$ cat src/rtl/doppler_sweep_ctrl_if.sv
// Purpose: groups the sweep controller's control, settings and core-facing signals.
// Latency: wiring only, no registers.
// Backpressure: none; start is a single-cycle request, abort is a level.
interface doppler_sweep_ctrl_if #(
  parameter int DWELL_W = 16
);
  logic               start_in;
  logic               abort_in;
  logic [7:0]         dopp_start_in;
  logic [7:0]         dopp_stop_in;
  logic [3:0]         dopp_step_in;
  logic [DWELL_W-1:0] dwell_in;
  logic               epoch_in;
  logic               code_phase_done_in;
  logic [7:0]         doppler_out;
  logic               ca_phase_start_out;
  logic               busy_out;
  logic               done_out;
  logic [7:0]         step_cnt_out;

  // Controller side.
  modport slave (
    input  start_in, abort_in, dopp_start_in, dopp_stop_in, dopp_step_in,
           dwell_in, epoch_in, code_phase_done_in,
    output doppler_out, ca_phase_start_out, busy_out, done_out, step_cnt_out
  );

  // Host / core side driving the controller.
  modport master (
    output start_in, abort_in, dopp_start_in, dopp_stop_in, dopp_step_in,
           dwell_in, epoch_in, code_phase_done_in,
    input  doppler_out, ca_phase_start_out, busy_out, done_out, step_cnt_out
  );
endinterface

$ cat src/rtl/doppler_sweep_ctrl.sv
// Purpose: steps a signed Doppler code from start to stop, dwelling N code epochs per value.
// Latency: start -> alignment pulse next edge; each epoch acts on the following edge.
// Backpressure: none; abort_in returns to IDLE next edge. Macro DOPP_SWEEP_BIDIR_EN enables ping-pong sweeping.
module doppler_sweep_ctrl #(
  parameter int DWELL_W = 16
) (
  input logic                 clk_in,
  input logic                 rst_in,
  doppler_sweep_ctrl_if.slave sw
);

  typedef enum logic [1:0] {
    IDLE  = 2'd0,
    ALIGN = 2'd1,
    DWELL = 2'd2,
    DONE  = 2'd3
  } state_t;

  state_t             state_q, state_nxt;
  logic [7:0]         dopp_q, dopp_nxt;
  logic [7:0]         step_cnt_q, step_cnt_nxt;
  logic [DWELL_W-1:0] cnt_q, cnt_nxt;
  logic               ca_q, ca_nxt;
  // Settings captured at start; the start/stop pair swaps in bidirectional mode.
  logic [7:0]         tgt_start_q, tgt_start_nxt;
  logic [7:0]         tgt_stop_q, tgt_stop_nxt;
  logic [3:0]         step_q, step_nxt;
  logic [DWELL_W-1:0] dwell_q, dwell_nxt;
  logic               dir_up_q, dir_up_nxt;

  // One step toward tgt, clamped so it never passes tgt; 9-bit math keeps -128..127 from wrapping.
  function automatic logic [7:0] step_toward(input logic [7:0] cur, input logic [3:0] stp,
                                             input logic [7:0] tgt, input logic up);
    logic signed [8:0] c9, t9, s9, n9;
    c9 = $signed({cur[7], cur});
    t9 = $signed({tgt[7], tgt});
    s9 = $signed({5'b00000, stp});
    if (up) begin
      n9 = c9 + s9;
      if (n9 > t9) n9 = t9;
    end else begin
      n9 = c9 - s9;
      if (n9 < t9) n9 = t9;
    end
    return n9[7:0];
  endfunction

  // State register.
  always_ff @(posedge clk_in or posedge rst_in) begin
    if (rst_in) state_q <= IDLE;
    else        state_q <= state_nxt;
  end

  // Next-state and datapath decisions for the sweep.
  always_comb begin
    state_nxt     = state_q;
    dopp_nxt      = dopp_q;
    step_cnt_nxt  = step_cnt_q;
    cnt_nxt       = cnt_q;
    ca_nxt        = 1'b0;
    tgt_start_nxt = tgt_start_q;
    tgt_stop_nxt  = tgt_stop_q;
    step_nxt      = step_q;
    dwell_nxt     = dwell_q;
    dir_up_nxt    = dir_up_q;
    case (state_q)
      IDLE: begin
        if (sw.start_in && !sw.abort_in) begin
          tgt_start_nxt = sw.dopp_start_in;
          tgt_stop_nxt  = sw.dopp_stop_in;
          step_nxt      = (sw.dopp_step_in == 4'd0) ? 4'd1 : sw.dopp_step_in;
          dwell_nxt     = (sw.dwell_in == '0) ? DWELL_W'(1) : sw.dwell_in;
          dir_up_nxt    = ($signed(sw.dopp_stop_in) >= $signed(sw.dopp_start_in));
          dopp_nxt      = sw.dopp_start_in;
          ca_nxt        = 1'b1;
          step_cnt_nxt  = 8'd0;
          state_nxt     = ALIGN;
        end
      end
      ALIGN: begin
        // The pulse cycle is skipped: a done seen then belongs to an earlier alignment.
        if (sw.abort_in) begin
          state_nxt = IDLE;
        end else if (!ca_q && sw.code_phase_done_in) begin
          cnt_nxt   = dwell_q;
          state_nxt = DWELL;
        end
      end
      DWELL: begin
        if (sw.abort_in) begin
          state_nxt = IDLE;
        end else if (sw.epoch_in) begin
          if (cnt_q <= DWELL_W'(1)) begin
            step_cnt_nxt = step_cnt_q + 8'd1;
            cnt_nxt      = dwell_q;
            if (dopp_q == tgt_stop_q) begin
`ifdef DOPP_SWEEP_BIDIR_EN
              // Turn around without re-dwelling the endpoint.
              tgt_start_nxt = tgt_stop_q;
              tgt_stop_nxt  = tgt_start_q;
              dir_up_nxt    = ~dir_up_q;
              dopp_nxt      = step_toward(dopp_q, step_q, tgt_start_q, ~dir_up_q);
`else
              state_nxt = DONE;
`endif
            end else begin
              dopp_nxt = step_toward(dopp_q, step_q, tgt_stop_q, dir_up_q);
            end
          end else begin
            cnt_nxt = cnt_q - DWELL_W'(1);
          end
        end
      end
      DONE: begin
        state_nxt = IDLE;
      end
      default: state_nxt = IDLE;
    endcase
  end

  // Datapath registers; reset clears outputs and counter, doppler holds on abort.
  always_ff @(posedge clk_in or posedge rst_in) begin
    if (rst_in) begin
      dopp_q      <= 8'd0;
      step_cnt_q  <= 8'd0;
      cnt_q       <= '0;
      ca_q        <= 1'b0;
      tgt_start_q <= 8'd0;
      tgt_stop_q  <= 8'd0;
      step_q      <= 4'd0;
      dwell_q     <= '0;
      dir_up_q    <= 1'b0;
    end else begin
      dopp_q      <= dopp_nxt;
      step_cnt_q  <= step_cnt_nxt;
      cnt_q       <= cnt_nxt;
      ca_q        <= ca_nxt;
      tgt_start_q <= tgt_start_nxt;
      tgt_stop_q  <= tgt_stop_nxt;
      step_q      <= step_nxt;
      dwell_q     <= dwell_nxt;
      dir_up_q    <= dir_up_nxt;
    end
  end

  assign sw.doppler_out        = dopp_q;
  assign sw.ca_phase_start_out = ca_q;
  assign sw.busy_out           = (state_q != IDLE);
  assign sw.done_out           = (state_q == DONE);
  assign sw.step_cnt_out       = step_cnt_q;

endmodule

$ cat src/flat_wrapper.sv
// flat-port wrapper written by rule: the top's interface ports become plain ports
module doppler_sweep_ctrl_flat 
#(
  parameter int DWELL_W = 16
)
  (clk_in, rst_in, sw_start_in, sw_abort_in, sw_dopp_start_in, sw_dopp_stop_in, sw_dopp_step_in, sw_dwell_in, sw_epoch_in, sw_code_phase_done_in, sw_doppler_out, sw_ca_phase_start_out, sw_busy_out, sw_done_out, sw_step_cnt_out);
  doppler_sweep_ctrl_if #(.DWELL_W(DWELL_W)) sw_i ();
  input logic clk_in;
  input logic rst_in;
  input wire logic [$bits(sw_i.start_in)-1:0] sw_start_in;
  input wire logic [$bits(sw_i.abort_in)-1:0] sw_abort_in;
  input wire logic [$bits(sw_i.dopp_start_in)-1:0] sw_dopp_start_in;
  input wire logic [$bits(sw_i.dopp_stop_in)-1:0] sw_dopp_stop_in;
  input wire logic [$bits(sw_i.dopp_step_in)-1:0] sw_dopp_step_in;
  input wire logic [$bits(sw_i.dwell_in)-1:0] sw_dwell_in;
  input wire logic [$bits(sw_i.epoch_in)-1:0] sw_epoch_in;
  input wire logic [$bits(sw_i.code_phase_done_in)-1:0] sw_code_phase_done_in;
  output wire logic [$bits(sw_i.doppler_out)-1:0] sw_doppler_out;
  output wire logic [$bits(sw_i.ca_phase_start_out)-1:0] sw_ca_phase_start_out;
  output wire logic [$bits(sw_i.busy_out)-1:0] sw_busy_out;
  output wire logic [$bits(sw_i.done_out)-1:0] sw_done_out;
  output wire logic [$bits(sw_i.step_cnt_out)-1:0] sw_step_cnt_out;
  assign sw_i.start_in = sw_start_in;
  assign sw_i.abort_in = sw_abort_in;
  assign sw_i.dopp_start_in = sw_dopp_start_in;
  assign sw_i.dopp_stop_in = sw_dopp_stop_in;
  assign sw_i.dopp_step_in = sw_dopp_step_in;
  assign sw_i.dwell_in = sw_dwell_in;
  assign sw_i.epoch_in = sw_epoch_in;
  assign sw_i.code_phase_done_in = sw_code_phase_done_in;
  assign sw_doppler_out = sw_i.doppler_out;
  assign sw_ca_phase_start_out = sw_i.ca_phase_start_out;
  assign sw_busy_out = sw_i.busy_out;
  assign sw_done_out = sw_i.done_out;
  assign sw_step_cnt_out = sw_i.step_cnt_out;
  doppler_sweep_ctrl #(.DWELL_W(DWELL_W)) u_core (.clk_in(clk_in), .rst_in(rst_in), .sw(sw_i));
endmodule
$ cat config.mk
export PLATFORM = sky130hd
export DESIGN_NAME = doppler_sweep_ctrl_flat
export DESIGN_NICKNAME = d
export VERILOG_FILES = /design/src/rtl/doppler_sweep_ctrl_if.sv /design/src/rtl/doppler_sweep_ctrl.sv /design/src/flat_wrapper.sv
export SDC_FILE = /design/constraint.sdc
export NUM_CORES = 1
export LEC_CHECK = 0
export CORE_UTILIZATION = 35
export CTS_CLUSTER_DIAMETER = 80
export DETAILED_ROUTE_END_ITERATION = 10
export SLEW_MARGIN = 20
export SYNTH_ARGS = -nofsm -noshare
export SYNTH_HDL_FRONTEND = slang
export SYNTH_SLANG_ARGS = --single-unit
$ cat constraint.sdc
create_clock -name clk_in -period 6.2 [get_ports clk_in]
set_input_delay 1.24 -clock clk_in [delete_from_list [all_inputs] [get_ports clk_in]]
set_output_delay 1.24 -clock clk_in [all_outputs]
set_load 0.005 [all_outputs]
After elaboration in Yosys (flattened, before gate mapping):

Cells that the tools add are included.

* eq/ne operators: 15
* mux-type cells: 32
* order comparisons: 4
* divide/modulo/power cells: 0
* add/sub/neg operators: 4
* multipliers: 0
* bitwise logic cells: 0
* shift operators: 0
* reductions and logical operators: 15

Operators by type and width (number)
* 2-to-1 mux 16 bit: 6
* 2-to-1 mux 8 bit: 12
* case mux 16 bit (2 select lines): 1
* case mux 8 bit (2 select lines): 2
* <= comparator 16 x 1 -> 1 bit (second input constant): 1
* zero test 16 bit: 1
* subtractor 16 x 1 -> 16 bit (second input constant): 1
* AND reduction 5 bit: 3
* 2-to-1 mux 2 bit: 7
* adder 8 x 5 -> 9 bit: 1
* greater-than comparator 9 x 8 -> 1 bit: 1
* < comparator 9 x 8 -> 1 bit: 1
* inequality test 3 x 2 -> 1 bit (second input constant): 3
* subtractor 8 x 5 -> 9 bit: 1
* adder 8 x 1 -> 8 bit (second input constant): 1
* == test 8 bit: 1
* greater-or-equal comparator 8 bit: 1
* inequality test 2 bit (second input constant): 4
* case mux 2 bit (4 select lines): 1
* inequality test 2 x 1 -> 1 bit (second input constant): 3
* AND reduction 6 bit: 1
* nonzero test 2 bit: 3
* == test 2 bit (second input constant): 2
* zero test 4 bit: 1
* 8 further kinds: 11

* bits in writable memories: 0
* bits in read-only memories: 0
* bits of input ports: 42
* register bits: 64
* latch bits: 0
* memories kept: 0

Longest topological paths before layout:

* depth after elaboration: 9
* mapped depth: 15

Least setup slack after synthesis:

Ideal clock, no wire load.

* path type: register to register
* start point: register u_core.dopp_q[2], in the netlist u_core.sw.doppler_out[2]
* end point: register u_core.dopp_q[6], in the netlist u_core.sw.doppler_out[6]
* data arrival time: 3.207 ns
* path buffers: 1
* setup slack: 2.867 ns
* stages on the path, launching flop included: 14
* library setup time: 0.126 ns
* cells stage by stage: dfrtp_1 -> ha_1 -> clkbuf_1 -> nand2b_1 -> a2bb2oi_1 -> nand3_1 -> xnor2_1 -> ha_1 -> nand2_1 -> nor4_1 -> o211ai_1 -> and2_1 -> a221o_1 -> a221o_1

* longest elaborated chain between the ends: 9

RTL lines
* from (decl): line doppler_sweep_ctrl.sv:20 `logic [7:0] dopp_q, dopp_nxt;`
* from (signal assigned): line doppler_sweep_ctrl.sv:134 `dopp_q <= dopp_nxt;`
* subtractor 8 x 5 -> 9 bit / adder 8 x 5 -> 9 bit (equally long branches): line doppler_sweep_ctrl.sv:42, doppler_sweep_ctrl.sv:39
* < comparator 9 x 8 -> 1 bit / greater-than comparator 9 x 8 -> 1 bit (equally long branches): line doppler_sweep_ctrl.sv:43, doppler_sweep_ctrl.sv:40
* 2-to-1 mux 8 bit (on tied branches): line doppler_sweep_ctrl.sv:43, doppler_sweep_ctrl.sv:40
* 2-to-1 mux 8 bit: line doppler_sweep_ctrl.sv:38 `if (up) begin`
* 2-to-1 mux 8 bit: line doppler_sweep_ctrl.sv:96 `if (dopp_q == tgt_stop_q) begin`
* 2-to-1 mux 8 bit: line doppler_sweep_ctrl.sv:93 `if (cnt_q <= DWELL_W'(1)) begin`
* 2-to-1 mux 8 bit: line doppler_sweep_ctrl.sv:92 `end else if (sw.epoch_in) begin`
* 2-to-1 mux 8 bit: line doppler_sweep_ctrl.sv:90 `if (sw.abort_in) begin`
* case mux 8 bit (2 select lines): line doppler_sweep_ctrl.sv:66 `case (state_q)`

Several ways; a longest one is shown, not always the timed one. The select of a mux whose other input is x is not followed.
A chain may end at the register's enable or synchronous reset.

Worst setup path in the final report:

* start point: input sw_abort_in
* end point: register u_core.dopp_q[3], in the netlist u_core.sw.doppler_out[3]

* longest elaborated chain between the ends: 4

RTL lines
* from (decl): line flat_wrapper.sv:11 `input wire logic [$bits(sw_i.abort_in)-1:0] sw_abort_in;`
* zero test 1 bit: line doppler_sweep_ctrl.sv:68 `if (sw.start_in && !sw.abort_in) begin`
* logical AND 1 bit: line doppler_sweep_ctrl.sv:68
* inequality test 2 x 1 -> 1 bit (no line)
* AND reduction 6 bit (no line) (*)

Mark *: on every way between the ends. The rest lies on a longest branch, timed or not.

==> run_results.csv <==
group,metric,value,unit
detailed_routing,ant_nets,0,
clock_network,cts_max_level,3,
grt,antenna_found_initial,0,
layout,multi_input_area,2810,um^2
detailed_routing,avgRoutedWirePerCell,17.2,um
worst_setup_path,crit_type,"in2reg",
yosys,ys_seq_area_share,34.6,%
layout,fillers,1259,
worst_hold_path,min_path_type,"reg2reg",
worst_setup_path,rrSetupSlack,2310,ps
layout,drive_gt1_share,6.43,%
yosys,synthArstFlopShare,100,%
yosys,synth_ff_type,"dfrtp_1",
yosys,ys_seq_elements,64,
floorplan,die_y,117,um
clock_network,cts_setup_buffers,0,
power_and_ir_drop,powerDensity,428,nW/um^2
yosys,ys_top_cells_by_area,"dfrtp_1 35%, ha_1 9.7%, nand2_1 7.0%",
sta,fin_skew,5.29,ps
yosys,synth.top_cell.area_share,34.6,%
yosys,syn_avg_cell_area,8.42,um^2
floorplan,initial_core_util,36.3,%
grt,gr-total-overflow,0,
clock_network,cts.repair.resized,0,
grt,grt_use_total,20.5,%
power_and_ir_drop,power,2.44,mW
worst_setup_path,worstPathRequired,6410,ps
clock_network,clk_pin_slew,50,ps
detailed_routing,drt_iter0_drc,329,
sta,tightest_slew,984,ps
worst_setup_path,cp-end-kind,"flip-flop",
detailed_routing,first_pass_iters,4,
worst_setup_path,path_max_fanout,52,
worst_setup_path,cp_data_arrival_time,4550,ps
layout,final_area,5690,um^2
yosys,synth_cells,550,
worst_setup_path,max_stage_delay,950,ps
placement,hpwlAfterDp,9.88,mm
yosys,synth.distinct_cells,68,
power_and_ir_drop,vdd_ir_drop_max,128,uV
clock_network,holdBufCountCts,0,
sta,finalSetupViolCount,0,
grt,grt_max_degree,65,
yosys,synthesis.area,4630,um^2
grt,grt_pass1_wl,21.4,mm
clock_network,cts_buffer_depth,2,
sta,fin_crit,4330,ps
clock_network,numCtsBuffers,9,
clock_network,clock_latency,330,ps
worst_hold_path,whs_endpoint,"u_core.dwell_q[2]$_DFFE_PP0P_",
worst_setup_path,reg2regPathDepth,12,
floorplan,rows,41,
floorplan,ios,61,
grt,first_global_vias,4091,
yosys,synth_nets,630,
power_and_ir_drop,leakagePower,2.47,nW
layout,nets,683,
worst_hold_path,min_path_cells,2,
yosys,synth_edf_count,0,
layout,regArea,1600,um^2
sta,grt_setup_unrepaired,"false",
status,status,"finished, final reports clean",
sta,finalSetupTns,0,ps
detailed_routing,num_vias,4434,
floorplan,dieArea,13700,um^2
placement,portBuffers,60,
worst_setup_path,reg2reg_from,"u_core.sw.doppler_out[2]$_DFFE_PP0P_",
layout,antenna_cells,0,
placement,dpl_cell_area,5390,um^2
worst_setup_path,slowest_stage,"inv_2",
clock_network,cts.sinks,64,
layout,area_growth,22.8,%
worst_setup_path,path_cells,"clkdlybuf4s50_1 > inv_1 > nand3b_1 > inv_2 > a31oi_1 > buf_4 > a21o_1 > a22o_1 > a211o_1",
floorplan,die_x,117,um
sta,relSlewSlack,34.2,%
worst_setup_path,r2r-end,"u_core.sw.doppler_out[6]$_DFFE_PP0P_",
placement,gp_congestion,0.894,
detailed_routing,vias_per_cell,5.69,
sta,drv_slew,0,
detailed_routing,routed_wl,13.4,mm
worst_hold_path,worst_hold_startpoint,"u_core.dwell_q[2]$_DFFE_PP0P_",
yosys,yosys_warnings,0,
worst_setup_path,startpoint_type,"primary input",
sta,max_freq,0.231,GHz
clock_network,root_buffer,"clkbuf_16",
run,drv_cap,0,
yosys,synth_top_area_cell,"dfrtp_1",
floorplan,core_area,12800,um^2
clock_network,cts_tree,"built",
detailed_routing,drc_errors,0,
sta,final_hold_viol_count,0,
sta,fin_crit_sh,69.9,%
## state kept, by name, summed over array words and instances, names as in the netlist
register / flops
u_core.sw.step_cnt_out: 8
u_core.dir_up_q: 1
u_core.cnt_q: 16
u_core.sw.doppler_out: 8
u_core.state_q: 2
u_core.tgt_stop_q: 8
u_core.step_q: 4
u_core.sw.ca_phase_start_out: 1
u_core.dwell_q: 16
## cell families after synthesis
group,after synthesis,share of synthesized area (%)
XOR/XNOR,22,4.16
adder cells (fa/ha/maj),38,10.6
AND/OR/NAND/NOR,205,22.7
flip-flops,64,34.6
buffers and inverters,56,4.75
AO/OA/AOI/OAI,164,23.1
multiplexers,1,0.216
## through the flow
stage	cells	util, %	setup WS, ps	hold WS, ps
3_3_place_gp	764	42.2	1650	468
3_5_place_dp	764	42.2	1550	469
4_1_cts	779	44.5	1870	482
5_1_grt	779	44.5	1600	501
2_1_floorplan	550	-	2870	440
6_report	779	44.5	1870	479
## routing by layer
| layer | wire length (um) | GRT usage [%] |
|---|---|---|
| met4 | 314 | 6.92 |
| met3 | 907 | 3.09 |
| met5 | 0 | 0 |
| met1 | 6330 | 30.1 |
| met2 | 5820 | 30.4 |
## worst max path at each step
stage	startpoint	end	slack (ps)	cells after the start
global route	sw_abort_in	u_core.sw.doppler_out[3]$_DFFE_PP0P_	1600	9
global placement	sw_abort_in	u_core.sw.doppler_out[3]$_DFFE_PP0P_	1650	9
detailed placement	sw_abort_in	u_core.sw.doppler_out[3]$_DFFE_PP0P_	1550	9
CTS	sw_abort_in	u_core.sw.doppler_out[3]$_DFFE_PP0P_	1870	9
finish	sw_abort_in	u_core.sw.doppler_out[3]$_DFFE_PP0P_	1870	9
floorplan	u_core.sw.doppler_out[2]$_DFFE_PP0P_	u_core.sw.doppler_out[6]$_DFFE_PP0P_	2870	13
## power breakdown
part	total (mW)	internal [mW]	switching [mW]
Clock	0.527	0.348	0.179
Sequential	0.693	0.524	0.169
Combinational	1.22	0.517	0.701
## cell usage after synthesis (6+ instances only)
library cell and instances:
clkbuf_1 14, a21oi_1 44, nor4_1 11, nand2b_1 10, inv_1 33, nand3_1 13
nor2_1 28, ha_1 36, a31oi_1 6, nand2_1 86, a22oi_1 10, buf_2 8
o21ai_0 42, dfrtp_1 64, a21o_1 7, nor3_1 15, nand4_1 9, xnor2_1 18
## worst max-delay path: cells and delay by family
family | cells | cell delay (ps)
buf+inv | 4 | 1800
compound gates | 4 | 810
simple gates | 1 | 690
## cell type report
cell class	instances	area share (%)
multi-input cells	430	49.4
clock buffers	11	4.09
clock inverters	4	1.23
inverters	34	2.24
well taps	172	3.78
flip-flops and latches	64	28.2
repair buffers	64	11.1
## cells in the final DEF (no fill, tap or decap), types with 3 or more instances in the layout
cell	instances
a22oi_1	10
o211ai_1	5
nor2_1	28
and3_1	3
a31o_2	3
nor2b_1	4
nand2b_1	10
a41oi_1	3
a21boi_0	3
dfrtp_1	64
a221oi_1	3
a22o_1	4
o22ai_1	4
and2_1	3
a21o_1	7
and4_1	3
nand3_1	13
o21a_1	3
nand4_1	9
nand2_1	86
inv_1	32
xnor2_1	18
buf_4	4
xor2_1	4
clkbuf_16	9
ha_1	36
a21oi_1	44
a31oi_1	6
clkdlybuf4s50_1	60
o21ai_0	42
nor4_1	11
nor3_1	15
(Power assumes the default switching activity.)
